===== src/rtl/tmds_decoder.sv =====
// tmds_decoder: single-lane TMDS receive decoder with control-token word alignment.
// Ports: clk_pix pixel clock; rst_n synchronous active-low reset;
//        raw[9:0] unaligned deserializer word (bit 0 earliest);
//        data[7:0] video byte, ctrl[1:0] control code, de (1 = data valid);
//        locked alignment achieved; offset[3:0] bit-slip position 0..9;
//        err_cnt[15:0] saturating lock-loss count, present only with TMDS_DEC_STATS_EN.
module tmds_decoder #(
    parameter int TOKEN_RUN     = 8,
    parameter int SEARCH_CYCLES = 1024,
    parameter int LOSS_CYCLES   = 4096
) (
    input  logic        clk_pix,
    input  logic        rst_n,
    input  logic [9:0]  raw,
    output logic [7:0]  data,
    output logic [1:0]  ctrl,
    output logic        de,
    output logic        locked,
    output logic [3:0]  offset
`ifdef TMDS_DEC_STATS_EN
    ,
    output logic [15:0] err_cnt
`endif
);
    typedef enum logic {SEARCH, LOCKED} state_t;
    state_t      state_q, state_d;
    logic [9:0]  r1_q, r2_q, w;
    logic [7:0]  run_q, run_d, data_q, data_d, q, d;
    logic [15:0] dwell_q, dwell_d, gap_q, gap_d;
    logic [3:0]  offset_q, offset_d;
    logic [1:0]  ctrl_q, ctrl_d, cd;
    logic        de_q, de_d, tok;
    always_comb begin
        w   = 10'({r1_q, r2_q} >> offset_q);
        tok = w == 10'h354 || w == 10'h0AB || w == 10'h154 || w == 10'h2AB;
        cd  = {w == 10'h154 || w == 10'h2AB, w == 10'h0AB || w == 10'h2AB};
        q   = w[9] ? ~w[7:0] : w[7:0];
        d   = {q[7:1] ^ q[6:0] ^ {7{~w[8]}}, q[0]};
    end
    always_comb begin
        state_d  = state_q;
        run_d    = run_q;
        dwell_d  = dwell_q;
        gap_d    = gap_q;
        offset_d = offset_q;
        if (state_q == SEARCH) begin
            run_d   = tok ? run_q + 8'd1 : 8'd0;
            dwell_d = dwell_q + 16'd1;
            // lock takes priority over a slip on the same cycle
            if (tok && run_q == 8'(TOKEN_RUN - 1)) begin
                state_d = LOCKED;
                run_d   = 8'd0;
                dwell_d = 16'd0;
                gap_d   = 16'd0;
            end else if (dwell_q == 16'(SEARCH_CYCLES - 1)) begin
                offset_d = (offset_q == 4'd9) ? 4'd0 : offset_q + 4'd1;
                run_d    = 8'd0;
                dwell_d  = 16'd0;
            end
        end else begin
            gap_d = tok ? 16'd0 : gap_q + 16'd1;
            if (!tok && gap_q == 16'(LOSS_CYCLES - 1)) begin
                state_d = SEARCH;
                run_d   = 8'd0;
                dwell_d = 16'd0;
                gap_d   = 16'd0;
            end
        end
        // outputs are gated by the current (pre-transition) state
        de_d   = state_q == LOCKED && !tok;
        ctrl_d = (state_q == LOCKED && tok) ? cd : 2'd0;
        data_d = de_d ? d : 8'd0;
    end
    always_ff @(posedge clk_pix) begin
        if (!rst_n) begin
            state_q  <= SEARCH;
            r1_q     <= '0;
            r2_q     <= '0;
            run_q    <= '0;
            dwell_q  <= '0;
            gap_q    <= '0;
            offset_q <= '0;
            data_q   <= '0;
            ctrl_q   <= '0;
            de_q     <= 1'b0;
        end else begin
            state_q  <= state_d;
            r1_q     <= raw;
            r2_q     <= r1_q;
            run_q    <= run_d;
            dwell_q  <= dwell_d;
            gap_q    <= gap_d;
            offset_q <= offset_d;
            data_q   <= data_d;
            ctrl_q   <= ctrl_d;
            de_q     <= de_d;
        end
    end
    assign data   = data_q;
    assign ctrl   = ctrl_q;
    assign de     = de_q;
    assign locked = state_q == LOCKED;
    assign offset = offset_q;
`ifdef TMDS_DEC_STATS_EN
    logic [15:0] err_q, err_d;
    always_comb
        err_d = (state_q == LOCKED && state_d == SEARCH && err_q != 16'hFFFF) ? err_q + 16'd1 : err_q;
    always_ff @(posedge clk_pix) begin
        if (!rst_n) err_q <= '0;
        else err_q <= err_d;
    end
    assign err_cnt = err_q;
`endif
endmodule

===== config.mk =====
export PLATFORM = sky130hd
export DESIGN_NAME = tmds_decoder
export DESIGN_NICKNAME = d
export VERILOG_FILES = /design/src/rtl/tmds_decoder.sv
export SDC_FILE = /design/constraint.sdc
export NUM_CORES = 1
export LEC_CHECK = 0
export CORE_ASPECT_RATIO = 0.7
export CORE_MARGIN = 1
export CORE_UTILIZATION = 64
export DETAILED_ROUTE_END_ITERATION = 6
export PLACE_DENSITY = 0.85
export SLEW_MARGIN = 20
export SYNTH_ARGS = -nofsm -noshare
export SYNTH_HDL_FRONTEND = slang
export SYNTH_SLANG_ARGS = --single-unit

===== constraint.sdc =====
create_clock -name clk_pix -period 10.5 [get_ports clk_pix]
set_input_delay 1.05 -clock clk_pix [delete_from_list [all_inputs] [get_ports clk_pix]]
set_output_delay 1.05 -clock clk_pix [all_outputs]
set_load 0.01 [all_outputs]

==> impl_results.md <==
* PostCTS Resize Cnt at 0
* Worst-Margin Slew at 1.092 ns
* Post-layout min period at 4.401 ns
* Ys Warns at 0
* Multiplexer area fraction after synthesis at 13.95%
* Total CTS buffers at 9
* CTS tree: done
* Status: completed
* M3 GR Usage at 7.806%
* DP Area at 0.004613 mm²
* Filler cells at 470
* DRC errors left at 0
* XOR/XNOR Fraction of Synth Area at 3.247%
* Unrepaired setup endpoints after global routing: false
* Crit-path max FO at 18
* Post-CTS Setup Inserts at 0
* Ports at 28
* Fin worst setup slack at 6.099 ns
* Nets at 508
* Post-route cell area at 0.004827 mm²
* Root Driver: clkbuf_8
* Initial antenna violation count at 0
* ANT cells at 0
* Worst Path Required at 10.74 ns
* Row count at 24
* Avg Inst Size Synth at 9.182 µm²
* Ys async rst share at 0%
* Std-Cell Core Area at 0.006366 mm²
* Die width at 100.1 µm
* Post-synth EDFFs at 0
* Final Hold Slack at 0.4682 ns
* Final Skew at 0.01340 ns
* Crit start category: register
* Final hold vios at 0
* Starting DRC count in detailed routing at 491
* Share of cells above drive strength 1 at 10.82%
* H-tree Lvls at 3
* Clock slew at reported path FFs at 0.08 ns
* Total of max-cap violations at 0
* Routed length per instance at 17.43 µm
* Compound-Gate Fraction of Synth Area at 14.90%
* Clk buf depth at 2
* Syn nets at 493
* Flops & latches, synth at 76
* Post-DP HPWL at 7038 µm
* Largest net degree at the start of global routing at 46
* Die area at 0.007080 mm²
* CP endpoint kind: register
* GPL Wtd Cong at 0.9103
* Total track usage at 31.04%
* Grt met2 use at 45.21%
* Setup_tns at 0 ns
* Antenna Nets Post-Route at 0
* Synth Flop Type: dfxtp_1
* DP Worst Slack at 6.153 ns
* CTS Sinks at 76
* M1 GR Usage at 45.97%
* Grt peak-use layer: met1
* I/O Buffers at 27
* Post-Syn Area at 0.004315 mm²
* Critical path type: reg2reg
* Leakage at 0.001775 µW
* Total chip power at 582.9 µW
* Synth Instances at 470
* Synth Area in Adders at 3.189%
* DR vias at 3761
* Worst min path class: reg2reg
* Vias in the first global route at 3382
* Avg Vias per Cell at 6.473
* Drt pass-1 iters at 5
* Rel. slew slack at 27.10%
* Post-Synth Simple-Gate Area at 25.17%
* Peak VDD IR at 0.1279 mV
* Final setup violation count at 0
* R2R Setup Slk at 6.10 ns
* Effective utilization at floorplan at 67.79%
* Area Overhead vs Synth at 11.86%
* Die Y at 70.70 µm
* Critical Path AT at 4.64 ns
* Largest family of logic cells by synthesized area: simple AND/OR/NAND/NOR gates
* Synth unique cells at 61
* CTS Hold Bufs at 0
* Fraction of the cycle the final worst path needs at 41.92%
* PD cells at 120.8 mW/mm²
* Overall routed net length at 10130 µm
* Peak Freq at 0.2272 GHz
* Seq/Total Area, Yosys at 35.26%
* Grt ovf at 0
* Number of max-slew violations in the final report at 0
* Clk_lat worst skew at 0.36 ns
* First-pass GRT wire length at 17120 µm
## flip-flops by register name, indices dropped and copies added, names as in the netlist
name / flops
de: 1
gap_q: 16
ctrl: 2
run_q: 8
offset: 4
r2_q: 10
dwell_q: 16
data: 8
r1_q: 10
locked: 1
## area by class of cell
class / count / area (µm²) / share of cell area [%]
clock buffer: 10 / 127.6 / 2.644
timing repair buffer: 32 / 307.8 / 6.376
multi-input combinational: 351 / 2614 / 54.15
inverter: 15 / 56.30 / 1.166
tap: 91 / 113.9 / 2.359
clock inverter: 6 / 86.33 / 1.788
sequential: 76 / 1521 / 31.52
## placed cells by master, fill, tap and decap left out, drive strengths merged, types with 15 or more instances in the layout
cell / synthesis / final
dfxtp: 76 / 76
nand2: 34 / 34
clkdlybuf4s50: 0 / 27
and2: 24 / 24
nor3: 24 / 24
nand3: 29 / 29
inv: 14 / 15
mux4: 17 / 17
nor2: 29 / 29
## metrics by stage
stage	cells	utilization [%]
after floorplan	470	-
after global placement	565	72.39
after detailed placement	565	72.46
after CTS	581	75.83
after global routing	581	75.83
final	581	75.83
## Yosys cell counts, types with 9 or more instances
library cell	number	area (µm²)
nor2_1	29	108.9
clkbuf_1	17	63.81
nor3_1	24	120.1
nand3_1	28	140.1
dfxtp_1	76	1521
nand4_1	11	68.82
mux2i_1	14	140.1
mux4_2	17	382.9
nand2_1	34	127.6
inv_1	14	52.55
and2_1	24	150.1
a21oi_1	13	65.06
ha_1	11	137.6
nor2b_1	9	56.30
xnor2_1	11	96.34
## routing by layer
metal	wire length (µm)	share of wire (%)
met5	0	0
met4	97	0.96
met2	4510	45
met1	4637	46
met3	885	8.7
## logic make-up after synthesis
kind of cell               Yosys count
and+or+nand+nor                    200
AOI/OAI and AO/OA                   86
DFF                                 76
buffers and inverters               43
muxes                               38
xor gates and xnor gates            16
adders and majority gates           11
## final timing paths
check                            from                        to  cells past startpoint
max reg2reg    offset[0]$_SDFFE_PN0P_  dwell_q[13]$_SDFFE_PN0P_                     13
min reg2reg  dwell_q[15]$_SDFFE_PN0P_  dwell_q[15]$_SDFFE_PN0P_                      1
max            offset[0]$_SDFFE_PN0P_  dwell_q[13]$_SDFFE_PN0P_                     13
min          dwell_q[15]$_SDFFE_PN0P_  dwell_q[15]$_SDFFE_PN0P_                      1
## worst max-delay path, cell delays in order, from the launching register on
cell and delay (ns):
dfxtp_1 0.74, buf_4 0.34, mux4_2 0.52, nor2_1 0.12, nor2_1 0.05, o21ai_0 0.46
ha_1 0.25, and4_1 0.19, and4_1 0.27, a21oi_4 0.07, a21boi_2 0.65, nor3_1 0.09
buf_4 0.22, a221o_1 0.30
## power breakdown
group / internal (µW) / switching (µW)
Combinational: 18.7 / 16.4
Sequential: 294 / 7.05
Clock: 134 / 113
Note: power is estimated with default switching activity, not from simulation.
